===== src/rtl/pac_sprite_ctrl.sv =====
// Purpose: per-frame controller for the Pac-Man sprite shifter; issues shifter
//          enable/rotation, paces the mouth chomp and streams the 5x5 sprite.
// Latency: tick -> SHIFT +1, LOAD +2, first pixel +3, done +28 with no stalls.
// Backpressure: pixel stream is valid/ready; a stalled pixel holds x/y/colour
//               and adds one cycle per stall. One tick is queued as pending
//               while busy; a second queued tick is dropped and flags overrun.
//
// Ports:
//   clock, resetn           clock and asynchronous active-low reset
//   frame_tick              one-cycle pulse per video frame
//   dir_req[3:0]            one-hot joystick request {down, left, up, right}
//   moving                  enables chomp counting on the start edge
//   sprite[24:0]            shifter output, row 0 in sprite[24:20]
//   shift_en, rotation      shifter controls (rotation: 0 R, 1 U, 2 L, 3 D)
//   plot_x/y/colour/valid   pixel stream to the plotter, plot_ready accepts
//   busy, done, overrun     status: not idle, draw finished, tick lost

module pac_sprite_ctrl #(
    parameter int CHOMP_DIV = 8
) (
    input  logic        clock,
    input  logic        resetn,
    input  logic        frame_tick,
    input  logic [3:0]  dir_req,
    input  logic        moving,
    input  logic [24:0] sprite,
    output logic        shift_en,
    output logic [1:0]  rotation,
    output logic [2:0]  plot_x,
    output logic [2:0]  plot_y,
    output logic        plot_colour,
    output logic        plot_valid,
    input  logic        plot_ready,
    output logic        busy,
    output logic        done,
    output logic        overrun
);

    typedef enum logic [2:0] {
        IDLE  = 3'd0,
        SHIFT = 3'd1,
        LOAD  = 3'd2,
        DRAW  = 3'd3,
        DONE  = 3'd4
    } state_t;

    localparam logic [7:0] CNT_MAX = 8'(CHOMP_DIV - 1);

    state_t      state;
    logic        pending;
    logic [7:0]  chomp_cnt;
    logic [4:0]  pix_idx;
    // Holds the sprite captured in LOAD; shifted left on every accepted
    // pixel so the next pixel's colour is always at bit 23.
    logic [24:0] snapshot;

    logic        start;
    logic [1:0]  rot_next;
    logic        chomp_wrap;
    logic [7:0]  cnt_next;

    assign start = frame_tick || pending;

    // Only a single set bit selects a new direction; anything else keeps
    // the current heading.
    always_comb begin
        rot_next = rotation;
        case (dir_req)
            4'b0001: rot_next = 2'd0;
            4'b0010: rot_next = 2'd1;
            4'b0100: rot_next = 2'd2;
            4'b1000: rot_next = 2'd3;
            default: rot_next = rotation;
        endcase
    end

    always_comb begin
        chomp_wrap = moving && (chomp_cnt == CNT_MAX);
        cnt_next   = chomp_cnt;
        if (moving) begin
            cnt_next = chomp_wrap ? 8'd0 : chomp_cnt + 8'd1;
        end
    end

    always_ff @(posedge clock or negedge resetn) begin
        if (!resetn) begin
            state       <= IDLE;
            pending     <= 1'b0;
            overrun     <= 1'b0;
            chomp_cnt   <= 8'd0;
            rotation    <= 2'd0;
            shift_en    <= 1'b0;
            pix_idx     <= 5'd0;
            snapshot    <= 25'd0;
            plot_x      <= 3'd0;
            plot_y      <= 3'd0;
            plot_colour <= 1'b0;
            plot_valid  <= 1'b0;
            busy        <= 1'b0;
            done        <= 1'b0;
        end else begin
            shift_en <= 1'b0;
            done     <= 1'b0;

            // Queue one tick that arrives while busy; a second is lost.
            if (frame_tick && state != IDLE) begin
                if (pending) begin
                    overrun <= 1'b1;
                end else begin
                    pending <= 1'b1;
                end
            end

            case (state)
                IDLE: begin
                    if (start) begin
                        pending   <= 1'b0;
                        rotation  <= rot_next;
                        chomp_cnt <= cnt_next;
                        // A heading change forces a shift so the shifter
                        // lands on the new direction's open-mouth frame.
                        shift_en  <= chomp_wrap || (rot_next != rotation);
                        busy      <= 1'b1;
                        state     <= SHIFT;
                    end
                end

                SHIFT: begin
                    state <= LOAD;
                end

                LOAD: begin
                    // Sprite here already reflects the shift from SHIFT.
                    snapshot    <= sprite;
                    pix_idx     <= 5'd0;
                    plot_x      <= 3'd0;
                    plot_y      <= 3'd0;
                    plot_colour <= sprite[24];
                    plot_valid  <= 1'b1;
                    state       <= DRAW;
                end

                DRAW: begin
                    if (plot_ready) begin
                        if (pix_idx == 5'd24) begin
                            plot_valid  <= 1'b0;
                            plot_colour <= 1'b0;
                            plot_x      <= 3'd0;
                            plot_y      <= 3'd0;
                            done        <= 1'b1;
                            state       <= DONE;
                        end else begin
                            pix_idx     <= pix_idx + 5'd1;
                            snapshot    <= {snapshot[23:0], 1'b0};
                            plot_colour <= snapshot[23];
                            if (plot_x == 3'd4) begin
                                plot_x <= 3'd0;
                                plot_y <= plot_y + 3'd1;
                            end else begin
                                plot_x <= plot_x + 3'd1;
                            end
                        end
                    end
                end

                DONE: begin
                    busy  <= 1'b0;
                    state <= IDLE;
                end

                default: begin
                    busy       <= 1'b0;
                    plot_valid <= 1'b0;
                    state      <= IDLE;
                end
            endcase
        end
    end

endmodule


===== config.mk =====
export PLATFORM = sky130hd
export DESIGN_NAME = pac_sprite_ctrl
export DESIGN_NICKNAME = d
export VERILOG_FILES = /design/src/rtl/pac_sprite_ctrl.sv
export SDC_FILE = /design/constraint.sdc
export NUM_CORES = 1
export LEC_CHECK = 0
export BUFFER_PORTS_ARGS = -buffer_cell sky130_fd_sc_hd__buf_2
export CORE_MARGIN = 5
export CORE_UTILIZATION = 34
export CTS_CLUSTER_SIZE = 24
export DETAILED_ROUTE_END_ITERATION = 12
export PLACE_DENSITY_LB_ADDON = 0.25
export SYNTH_ARGS = -nofsm -noshare
export SYNTH_HDL_FRONTEND = slang
export SYNTH_SLANG_ARGS = --single-unit

===== constraint.sdc =====
create_clock -name clock -period 1.8 [get_ports clock]
set_input_delay 0.27 -clock clock [delete_from_list [all_inputs] [get_ports clock]]
set_output_delay 0.27 -clock clock [all_outputs]
set_load 0.01 [all_outputs]

* Word level (Yosys, flattened, before mapping) *
Cells that the tools add are included.

operators by class
  bitwise logic cells = 2
  multiplexer cells = 36
  reductions and logical operators = 18
  add/sub/neg operators = 4
  eq/ne operators = 17

operators with widths
  operator             count
  $mux 24              2
  $pmux 24 s2          1
  $mux 3               9
  $reduce_and 3->1     5
  $mux 1               13
  $pmux 3 s2           2
  $pmux 3 s4           1
  $mux 5               2
  $pmux 5 s2           1
  $add 8x1->8 const B  1
  $eq 8x3->1 const B   1
  $mux 8               1
  $ne 2x2->1 const B   4
  $pmux 2 s4           1
  $reduce_and 2->1     4
  $add 3x1->3 const B  2
  $eq 3x2->1 const B   2
  $eq 3x3->1 const B   2
  $reduce_or 3->1      2
  $add 5x1->5 const B  1
  $eq 5x5->1 const B   1
  $eq 4x1->1 const B   1
  $eq 4x2->1 const B   1
  $eq 4x3->1 const B   1
  other kinds (12)     16

storage, ports and cells
  word-level logic and storage cells = 91
  register bits = 55
  output and inout port bits = 14

* Logic depth before layout (Yosys ltp) *
Gate-level depths: netlist of the first run.

  depth after elaboration = 6
  gate-level depth with buffers = 7
  depth with buffers taken out = 6

* Worst setup path before layout of the first run *
No wires, ideal clock.

  kind = reg-to-reg
  from = register pix_idx[0]
  to = register snapshot[10]
  clock period less this slack = 1.810 ns
  setup time = 0.125 ns
  slack = -0.010 ns
  stages on the path, launching flop included = 8
  data arrival time = 1.686 ns
  required time = 1.675 ns
  path through = dfrtp_1 inv_1 ha_1 nand4b_1 nand2_1 a21oi_4 buf_4 mux2_2

between the ends
  cells in the longest elaborated chain, start to end = 3

RTL lines
  item                        RTL line  source
  from (decl)                 52        logic [4:0] pix_idx;
  from (signal assigned)      153       pix_idx <= pix_idx + 5'd1;
  $eq 5x5->1                  145       if (pix_idx == 5'd24) begin
  $ne 2x2->1 (no line)        -
  $reduce_and 3->1 (no line)  -
  to (signal assigned)        134       snapshot <= sprite;
  to (signal assigned)        154       snapshot <= {snapshot[23:0], 1'b0};
  to (decl)                   55        logic [24:0] snapshot;

No other way between the ends.
A chain may end at the register's enable or synchronous reset.

* Final worst setup path of the first run *
  from = register pix_idx[1]
  to = register snapshot[6]

The elaborated chain is that of the path after synthesis.

==> results summary, run 1 <==
The count of nets left with antenna violations once routing finished came out at 0. The post-synthesis cell count came out at 249. The routed length on met2 came out at 2785 microns. The clock sink count is 55. The number of synthesized flops with an enable pin came out at 0. The run finished, with violations left. The number of buffer cells added on primary ports is 47. The proportion of netlist area held by the largest area contributor came out at between 40% and 50%. The fraction of layout instances using a drive strength above 1 is 43.95%. The estimated wirelength of the detail-placed design came out at 4004 microns. The overall die area came out at 10,210 sq um. Once routing completed, OpenROAD measured the worst setup slack at -0.02074 ns. The maximum buffer depth of the clock tree came out at 2. The core footprint is 8134 sq um.

By area the synthesized netlist is led by dfrtp_1 (49%), mux2_2 (18%), ha_1 (2.7%). The worst clock skew is 0.006648 ns. The post-synthesis register bit count came out at 55. The hold violation count in the final report is 0. For this run, design rule violations remaining after detail routing come to 0. The aggregate global-route resource usage is 11.63%.

TritonCTS built the clock tree. The distinct cell type count after synthesis came out at 49. Data on the critical path arrives at its endpoint at 2.02 ns. The uppermost signal routing layer after detailed routing is met4. The max-cap violation count is 0.

Derived from the worst setup path, the maximum achievable clock frequency is 549.2 MHz. The fill cell instance count of the final layout came out at roughly 780. The clock slew seen by the registers of the worst setup and hold paths is approximately 0.1 ns. At the end of the flow, the number of nets in the layout was 353. The smallest clock period supported by the final layout is computed as 1.821 ns. Setup repair after global routing could not meet its margin everywhere.

For this run, the register share of the synthesized area comes to 48.82%. Setup violations remaining at the end of the flow were counted as 13. For this block, the initial DRC count from the detailed router was 25. The end-of-flow core utilization is 44.41%. The yosys synthesis warning count came out at 0. The leakage power total is 1.709 nW. Entering global routing, the biggest net connects 56 pins. The tree is rooted in a clkbuf_8. The length of routed met3 wiring came out at 408 microns. Before antenna repair, the detailed router went through 4 iterations.

The total via count after detailed routing came out at 2,114. The finished cells cover around 3600 sq um. Counting the buffers created by CTS gives 5. The source-to-sink clock delay at the later pin of the worst-skew pair is 0.31 ns. The total count of max-transition violations in the final report came to 0. The final reports fail on setup timing.

The critical-path maximum fanout came out at 6. The cell row count came out at 33. The tightest slew margin relative to the limit came out at 68.11%.

In the layout the commonest cells are dfrtp_1 (55), buf_2 (47), mux2_2 (27). The first global-routing pass estimated 9597 microns of wire. The number of antenna violations at the first check in global routing is 0. The cell area that synthesis handed to floorplanning was 2819 sq um.

The maximum vdd ir drop came out at 0.0007109 V. Summed over all layers, the global routing overflow is 0. The die boundary width is 101.1 microns. In the routed layout, each cell is associated on average with a via count of around 5.0. The leading cell type in the layout, fill and taps excluded is dfrtp_1. The y dimension of the die is 101.1 microns. The per-instance average area after synthesis came out at 11.32 sq um. The placed instances occupy a cell area of 3274 sq um. The via count of the first global-routing pass came out at around 2,000.

The final layout contains routed wiring with a total length of ~6000 microns. After synthesis, the share of flip-flops with an asynchronous set or reset is 100.0%. Pin placement for this block handled 48 I/O pins. Synthesis produced a netlist with a net count of 289.

The post-route met1 wirelength is 2677 microns. For this run, the leading register cell type out of synthesis is dfrtp_1. In this run the worst hold path is classified as input pin to register. The post-synthesis to final-layout area growth came out at 28.14%. The routed length per instance came out at between 10 and 15 microns. The required time of the worst setup path came out at 2.00 ns. The H-tree generated during clock tree synthesis spans 2 levels.

The global placer's final weighted congestion is 0.7421. The worst setup path is of the register to register kind. The worst setup slack before clock tree synthesis came out at 0.02421 ns.

The transition at the pin with the smallest max-transition slack is around 0.48 ns. The total power divided by cell area came out at 1339 nW/um^2. 0 antenna diodes ended up in the layout. The worst path uses 101.2% of the clock period. dfrtp_1 takes more of the synthesized area than any other cell. STA classifies the critical path endpoint as a register. The worst setup path is launched from a register. The effective utilization at floorplan is 34.66%.
-- cell families after synthesis --
kind of cell    share of synthesized area, %
xor+xnor                               2.485
flops                                  48.82
buf+inv                                3.240
fa+ha+maj                              2.663
mux                                    19.40
simple gates                           13.72
compound gates                         9.677
-- path summary, 6_finish.rpt --
check	from	end	slack [ns]	cells after the start
setup / recovery	pix_idx[1]	snapshot[6]	-0.02	7
hold / removal	sprite[0]	snapshot[0]	0.20	3
setup reg to reg	pix_idx[1]	snapshot[6]	-0.02	7
hold reg to reg	chomp_cnt[7]	chomp_cnt[7]	0.48	1
max in group asynchronous	resetn	pix_idx[1]	1.08	3
min in group asynchronous	resetn	snapshot[9]	0.48	3
-- critical path, cell delays in order, from the launching register on --
cell and delay (ns):
dfrtp_1 0.41, inv_2 0.07, ha_4 0.16, nand4b_1 0.13
nand2_2 0.10, a21oi_4 0.32, clkbuf_16 0.23, mux2_4 0.29
-- sequential cells by signal, summed over array words and instances, names as in the netlist, 2 cells and up --
register	flops
chomp_cnt	8
rotation	2
plot_y	3
snapshot	24
state	3
pix_idx	5
plot_x	3
-- routing by layer --
layer  up-vias  GRT usage (%)
met1      1037          15.48
met2        44          17.96
li1       1026              -
met3         7          4.152
met4         0          3.067
met5         -              0
-- layout make-up --
type                            count  area (sq um)  area share (%)
Multi-Input combinational cell    172          1451           40.18
Sequential cell                    55          1376           38.10
Timing Repair Buffer               69         479.2           13.27
Tap cell                          105         131.4           3.637
Clock buffer                        5         68.82           1.905
Clock inverter                      3         67.56           1.870
Inverter                           10         37.54           1.039
-- cell usage after synthesis, types with 6 or more instances --
cell type  count
o21ai_0       11
inv_1         10
nor2_1        11
nand2_1       15
nand3_1       10
mux2_2        45
clkbuf_1       7
dfrtp_1       55
nor3_1         8
ha_1           6
a21oi_1        6
-- metrics by stage --
step | hold slack, ns | total power (W) | setup TNS (ns) | instances
floorplan | -0.02559 | 0.003069 | 0 | 249
global placement | 0.2955 | 0.003514 | 0 | 403
detailed placement | 0.2984 | 0.003565 | 0 | 403
CTS | 0.1804 | 0.004553 | 0 | 412
global route | 0.1849 | 0.005178 | -0.5631 | 419
finish | 0.1972 | 0.004837 | -0.1862 | 419
-- power by group --
part	switching [W]	leakage [nW]	internal [W]
Sequential	0.000275	0.690	0.00164
Combinational	0.000763	0.954	0.00119
Clock	0.000416	0.0644	0.000555
-- what timing repair did --
| action | 4_1_cts | 5_1_grt |
|---|---|---|
| hold buffers | 1 | 0 |
| setup buffers | 0 | 4 |
| gates resized for setup | 0 | 26 |
| setup endpoints to repair | 0 | 25 |
| endpoints found under the hold margin | 55 | 0 |
Note: power is estimated with default switching activity, not from simulation.
==> run 2: changes to the inputs <==
--- a/config.mk
+++ b/config.mk
@@ -6,7 +6,6 @@
 export NUM_CORES = 1
 export LEC_CHECK = 0
 export BUFFER_PORTS_ARGS = -buffer_cell sky130_fd_sc_hd__buf_2
-export CORE_MARGIN = 5
 export CORE_UTILIZATION = 34
 export CTS_CLUSTER_SIZE = 24
 export DETAILED_ROUTE_END_ITERATION = 12
==> run 2 against run 1 <==
  * Critical endpoint is now snapshot[2]
  * Worst setup slack better by 0.044 ns
  * The run now ends clean
  * Clock power decreased by 13%
  * Cell area decreased by 2.6%
  * Global-route usage increased by 2.1 points
==> results summary, run 2 (synthesized netlist as in run 1, its figures left out) <==
The post-synthesis to final-layout area growth is 24.77%. The worst setup path endpoint is snapshot[2]. The highest cell delay on the worst timing path is 0.38 ns. The root cell of the clock tree is clkbuf_8.

The leakage power total came out at 1.650 nW. The worst clock skew came out at between 0.006 and 0.007 ns. The number of cells on the critical path is 7.

The first global-routing pass estimated 9556 microns of wire. The non-filler instance count after layout came out at 416. The share of the clock period used by the worst path after layout came out at 98.73%. The fill cell instance count of the final layout is 752.

At the worst endpoint, the arrival time is 1.97 ns. The worst path in the final design needs a cycle of 1.777 ns, including I/O delays and setup. The required time of the worst setup path is around 2.0 ns.

The first-pass iteration count of the detailed router came out at 4. The TritonCTS clock tree is done. At the pin with the least slew margin, the transition time is between 0.4 and 0.5 ns.

STA classifies the critical path endpoint as a register. STA classifies the critical path startpoint as a register. The congestion estimate from routability-driven global placement came to 0.7877. The core footprint is 7888 sq um. The switching power summed over all nets is 0.001412 W. The library cell contributing the largest single delay on the critical path is dfrtp_1.

The post-detailed-route count of antenna-violating nets came out at 0. The number of antenna violations at the first check in global routing was 0. The total count of max-transition violations in the final report is 0.

The startpoint identified for the worst register-to-register timing path is pix_idx[1]. The net switching share of the total power is 30.80%. The clock slew seen by the registers of the worst setup and hold paths came out at roughly 0.1 ns.

In the final layout, the registers with the most flip-flops are snapshot: 24 flops, chomp_cnt: 8 flops, pix_idx: 5 flops. Counting cells, the worst reg-to-reg path comes to 7. The number of violations reported at the end of detailed-routing iteration 0 came out at 84. The sequential share of power came out at 41.4%. The tightest slew margin relative to the limit is a little under three quarters.

The number of antenna repair diodes is 0. The worst hold-check path type is input pin to register. The worst-case IR drop observed on VDD is 0.0005831 V. The fraction of power consumed by combinational cells is about two fifths.

The critical path goes through inv_2, ha_4, nand4b_1, nand2_2, a21oi_4, clkbuf_16, mux2_2. The cell row count came out at 32. The critical path's top delay family is flip-flops.

In the layout the commonest cells are dfrtp_1 (55), buf_2 (47), mux2_2 (43). The total number of nets in the final design is 353. Along the worst path, the maximum fanout reaches 6. The kind of critical path is register to register. The number of buffers created by CTS is 5. The hold violation count in the final report was 0.

The ratio of routed vias to standard cells is 5.022. Setup repair after global routing could not meet its margin everywhere. The overall die area came out at 8659 sq um. The flip-flop count of the largest register after layout came out at 24.

Detailed placement finished with a half-perimeter wire length of 3904 microns. The source-to-sink clock delay at the later pin of the worst-skew pair is 0.30 ns. The y dimension of the die is roughly 93 microns. The area taken by multi-input logic gates is between 1000 and 1500 sq um.

The total power divided by cell area came out at approximately 1300 nW/um^2. The total number of H-tree levels is 2. The routed length per instance is around 14 microns.

The cell-internal power is around 0.0032 W. The via count of the first global-routing pass is between 2,000 and 2,500. The maximum number of pins on one net before global-route repair is 56. The highest clock rate came out at 562.7 MHz.

The footprint of the flip-flops and latches came out at 1376 sq um. The end-of-flow core utilization is 44.59%. The cell area after placement came out at 3271 sq um. The final design area excluding fillers is 3517 sq um. The reg-to-reg setup timing slack is between 0.02 and 0.025 ns.

The die boundary width came out at 93.06 microns. Setup violations remaining at the end of the flow were counted as 0. The instance count after placement with tap cells included is 400.

The number of buffer cells added on primary ports is 47. Across every metal layer, demand over resource in global routing totals 13.71%. The total via count after detailed routing came out at between 2,000 and 2,500. The sum of overflow across all layers after global routing came out at 0. The library cell used most frequently in the layout, excluding fill and tap cells, is dfrtp_1. More flip-flops sit in one register than any other, and that register is snapshot. The max-cap violation count came out at 0.

The critical path starts at pix_idx[1]. The capture point of the worst reg-to-reg path is snapshot[2]. The flow ran to the end, and the final reports show no timing, DRC or antenna violations. The number of buffers and inverters on the critical path is 2.

The power share of the clock group is a little under a fifth. During I/O placement, the number of pins put on the boundary was 48. No sink is reached through more buffers than the 2 on the longest clock path. The clock sink count came out at 55. The final layout contains routed wiring with a total length of 5845 microns. The effective utilization at floorplan is 35.74%.

After detailed routing, the number of remaining DRC violations is 0. The fraction of layout instances using a drive strength above 1 came out at 43.63%.
[run 2: changes by cell type in the layout (fill, tap and decap cells not counted), sizes merged]
cell      previous run  this run
clkinvlp             1         0
clkinv               0         1
bufinv               2         1
clkbuf               7         8
[run 2: worst min-delay path by stage]
stage          slack [ns]      endpoint  depth (start not counted)  startpoint
6_report             0.24   snapshot[0]                          3   sprite[0]
5_1_grt              0.23       overrun                          2  frame_tick
4_1_cts              0.22   snapshot[0]                          3   sprite[0]
3_5_place_dp         0.30   snapshot[9]                          2      resetn
3_3_place_gp         0.29  snapshot[10]                          2      resetn
2_1_floorplan       -0.03          busy                          0      resetn
[run 2: cell type report]
| type | instances | area share (%) |
|---|---|---|
| clock buffers | 6 | 2.348 |
| well taps | 102 | 3.629 |
| flip-flops and latches | 55 | 39.13 |
| clock inverters | 2 | 0.9961 |
| inverters | 10 | 1.067 |
| multi-input cells | 172 | 39.20 |
| repair buffers | 69 | 13.63 |
[run 2: repair_timing]
| action | in CTS | in global routing |
|---|---|---|
| resized for setup | 0 | 8 |
| hold buffers | 1 | 0 |
| setup buffers | 0 | 4 |
| endpoints found under the hold margin | 55 | 0 |
| setup endpoints to repair | 0 | 26 |
[run 2: power by group through the flow]
stage,Combinational (W),Clock (W),Sequential (W)
after floorplan,0.00117,0,0.00190
after global placement,0.00160,0,0.00192
after detailed placement,0.00165,0,0.00193
after CTS,0.00165,0.000881,0.00191
after global routing,0.00204,0.000936,0.00196
final,0.00184,0.000847,0.00190
[run 2: stage by stage]
stage,setup TNS (ns),worst slack (ns),power (W),hold WS (ns)
after floorplan,0,0.01435,0.003069,-0.02559
after global placement,0,0.06502,0.003520,0.2932
after detailed placement,0,0.04325,0.003578,0.2984
after CTS,0,0.02766,0.004443,0.2183
after global routing,-0.4313,-0.04198,0.004928,0.2291
final,0,0.02289,0.004586,0.2351
[run 2: worst register-to-register path, cell delays in order, from the launching register on]
cell and delay (ns):
dfrtp_1 0.38, inv_2 0.07, ha_4 0.15, nand4b_1 0.13, nand2_2 0.09, a21oi_4 0.30
clkbuf_16 0.22, mux2_2 0.33
[run 2: per-layer routing]
| metal | routed length, microns | track usage, % | vias to the layer above |
|---|---|---|---|
| met3 | 247 | 4.390 | 2 |
| li1 | - | - | 1026 |
| met4 | 16 | 1.923 | 0 |
| met2 | 2756 | 22.24 | 39 |
| met5 | 0 | 0 | - |
| met1 | 2825 | 18.33 | 1022 |
==> run 3: changes to the inputs <==
--- a/config.mk
+++ b/config.mk
@@ -9,7 +9,9 @@
 export CORE_UTILIZATION = 34
 export CTS_CLUSTER_SIZE = 24
 export DETAILED_ROUTE_END_ITERATION = 12
+export MAX_ROUTING_LAYER = met4
 export PLACE_DENSITY_LB_ADDON = 0.25
+export SKIP_CTS_REPAIR_TIMING = 1
 export SYNTH_ARGS = -nofsm -noshare
 export SYNTH_HDL_FRONTEND = slang
 export SYNTH_SLANG_ARGS = --single-unit
==> run 3 against run 2 <==
  * Sequential cell count stayed put
  * Maximum frequency hardly changed
  * Clock power hardly changed
  * Count of clock-buffer cells in the layout stayed put
  * Critical path type unchanged
  * Largest cell class unchanged
==> results summary, run 3 (synthesized netlist as in run 1, its figures left out) <==
The register name with the most flops is snapshot. The critical-path maximum fanout is 6. The overall die area is between 8000 and 9000 sq um. The clock arrives with 0.005435 ns of skew. The total DRC errors in the routed layout is 0.

The via count of the first global-routing pass was 2,037. TritonCTS built the clock tree. In this run the clock root is driven by a clkbuf_8. The number of violations reported at the end of detailed-routing iteration 0 came out at 101. The maximum number of pins on one net before global-route repair is 56. The total number of H-tree levels came out at 2. The aggregate global-route resource usage is 13.97%. The path with the worst hold slack has its endpoint at snapshot[0]. The first-pass GRT wire length came out at 9522 microns. In this run the most critical hold path is launched from sprite[0]. The final-layout worst hold slack is about 0.23 ns. The worst hold-check path type is input pin to register.

The post-synthesis to final-layout area growth came out at 24.77%. The y dimension of the die is 93.06 microns. The final critical path time including I/O delays and setup came out at about 1.8 ns. The final design area excluding fillers came out at 3517 sq um. Routability-driven placement finished with a final weighted congestion of 0.7987. The estimated wirelength of the detail-placed design is 3904 microns.

STA classifies the critical path endpoint as a register. The run finished with clean final reports. The maximum vdd ir drop came out at just under 0.0006 V. The clock slew seen by the registers of the worst setup and hold paths is 0.10 ns.

Across all register-to-register paths, the minimum setup slack is 0.02 ns. In the final layout, the registers with the most flip-flops are snapshot: 24 flops, chomp_cnt: 8 flops, pix_idx: 5 flops. The fill cell instance count of the final layout came out at 752. In the final layout, the share of cells above drive strength 1 is 43.63%. The source-to-sink clock delay at the later pin of the worst-skew pair came out at 0.30 ns. Leaving out fill and tap cells, the most frequent cell in the layout is dfrtp_1. The library cell contributing the largest single delay on the critical path is dfrtp_1. The ratio of routed vias to standard cells came out at 5.010. The total power divided by cell area came out at 1305 nW/um^2.

In this run the tightest slew margin relative to its limit is between 70% and 80%. For the pin with the worst max-slew slack, the measured transition is 0.4217 ns. The cell area after placement is 3271 sq um.

Across the run, the number of max-cap violations was 0. The number of buffers created by CTS is 5. The detail route stage leaves a number of antenna-violating nets equal to 0. The hold violation count in the final report is 0. The register with the most flip-flops in the layout has 24 of them. Setup repair after global routing could not meet its margin everywhere.

The cell family contributing the most delay on the critical path is flip-flops. The number of buffers and inverters on the critical path is 2. Wires add up to ~5800 microns. The first TritonRoute pass finished after 4 iterations.

At the worst endpoint, the required time is 1.99 ns. The total count of max-transition violations in the final report is 0. The clock sink count is 55.

The final total negative setup slack is 0 ns. The footprint of the flip-flops and latches came out at 1376 sq um. The signal on the critical path passes through inv_2, ha_4, nand4b_1, nand2_2, a21oi_4, clkbuf_16, mux2_2. The routed layout has approximately 2,100 vias.

The cell row count is 32. The number of cells on the worst reg-to-reg path is 7. Leaving out fill and tap cells, the most frequent cells in the layout are dfrtp_1 (55), buf_2 (47), mux2_2 (43).

Setup violations remaining at the end of the flow were counted as 0. The data arrival time of the critical path is approximately 2.0 ns. The worst register-to-register path begins at pix_idx[1]. The total number of nets in the final design is 353. The number of antenna repair diodes is 0. The effective utilization at floorplan is 35.74%.

Along the worst hold path, the cell count comes to 3. The I/O pin count is 48. The kind of critical path is register to register. The number of antenna violations at the first check in global routing is 0. The core footprint came out at 7888 sq um. The capture point of the worst reg-to-reg path is snapshot[2]. The leakage power total came out at between 1.5 and 2 nW. Dividing the detail-routed wire length by the instance count gives ~14 microns. The area taken by multi-input logic gates came out at 1379 sq um. The startpoint type of the worst setup path is a register.

Of the available clock period, the critical path in the final layout requires 98.68%. The die boundary width came out at a little over 90 microns. The number of buffer cells added on primary ports came out at 47.

The maximum buffer depth of the clock tree came out at 2. The highest cell delay on the worst timing path is 0.38 ns. The sum of overflow across all layers after global routing is 0. Based on the critical path, the design can be clocked at up to 563.0 MHz.
run 3: cell counts in the layout (fill, tap and decap cells not counted):
Identical to the previous run, type by type.
run 3: tightest hold or removal path, stage by stage:
cell	delay, ns
buf_2	0.10
inv_1	0.05
o32ai_1	0.08
run 3: report_power, final:
group / internal, W / switching [W]
sequential: 0.00164 / 0.000258
combinational: 0.00108 / 0.000758
clock: 0.000451 / 0.000399
total: 0.00317 / 0.00142
run 3: worst max-delay path by stage:
stage / from / endpoint / cells after the start
2_1_floorplan: pix_idx[0] / snapshot[10] / 7
3_3_place_gp: chomp_cnt[4] / chomp_cnt[3] / 4
3_5_place_dp: chomp_cnt[4] / chomp_cnt[3] / 4
4_1_cts: chomp_cnt[4] / chomp_cnt[3] / 4
5_1_grt: pix_idx[1] / snapshot[2] / 7
6_report: pix_idx[1] / snapshot[2] / 7
run 3: per-stage QoR:
stage	worst slack, ns	total power, W	cells	util (%)
final	0.02381	0.004589	416	44.59
after global routing	-0.04198	0.004921	416	44.59
after CTS	0.02766	0.004441	408	42.96
after detailed placement	0.04325	0.003578	400	41.47
after global placement	0.06502	0.003520	400	41.47
after floorplan	0.01435	0.003069	249	-
run 3: metal layers:
layer | wire length (microns) | vias to the layer above | global-route usage (%)
li1 | - | 1029 | -
met1 | 2833 | 1014 | 18.38
met2 | 2749 | 39 | 22.18
met3 | 236 | 2 | 3.333
met4 | 16 | 0 | 2.692
met5 | 0 | - | -
run 3: layout make-up:
type                            instances  area share [%]
Clock buffer                            6           2.348
Multi-Input combinational cell        172           39.20
Sequential cell                        55           39.13
Inverter                               10           1.067
Clock inverter                          2          0.9961
Tap cell                              102           3.629
Timing Repair Buffer                   69           13.63
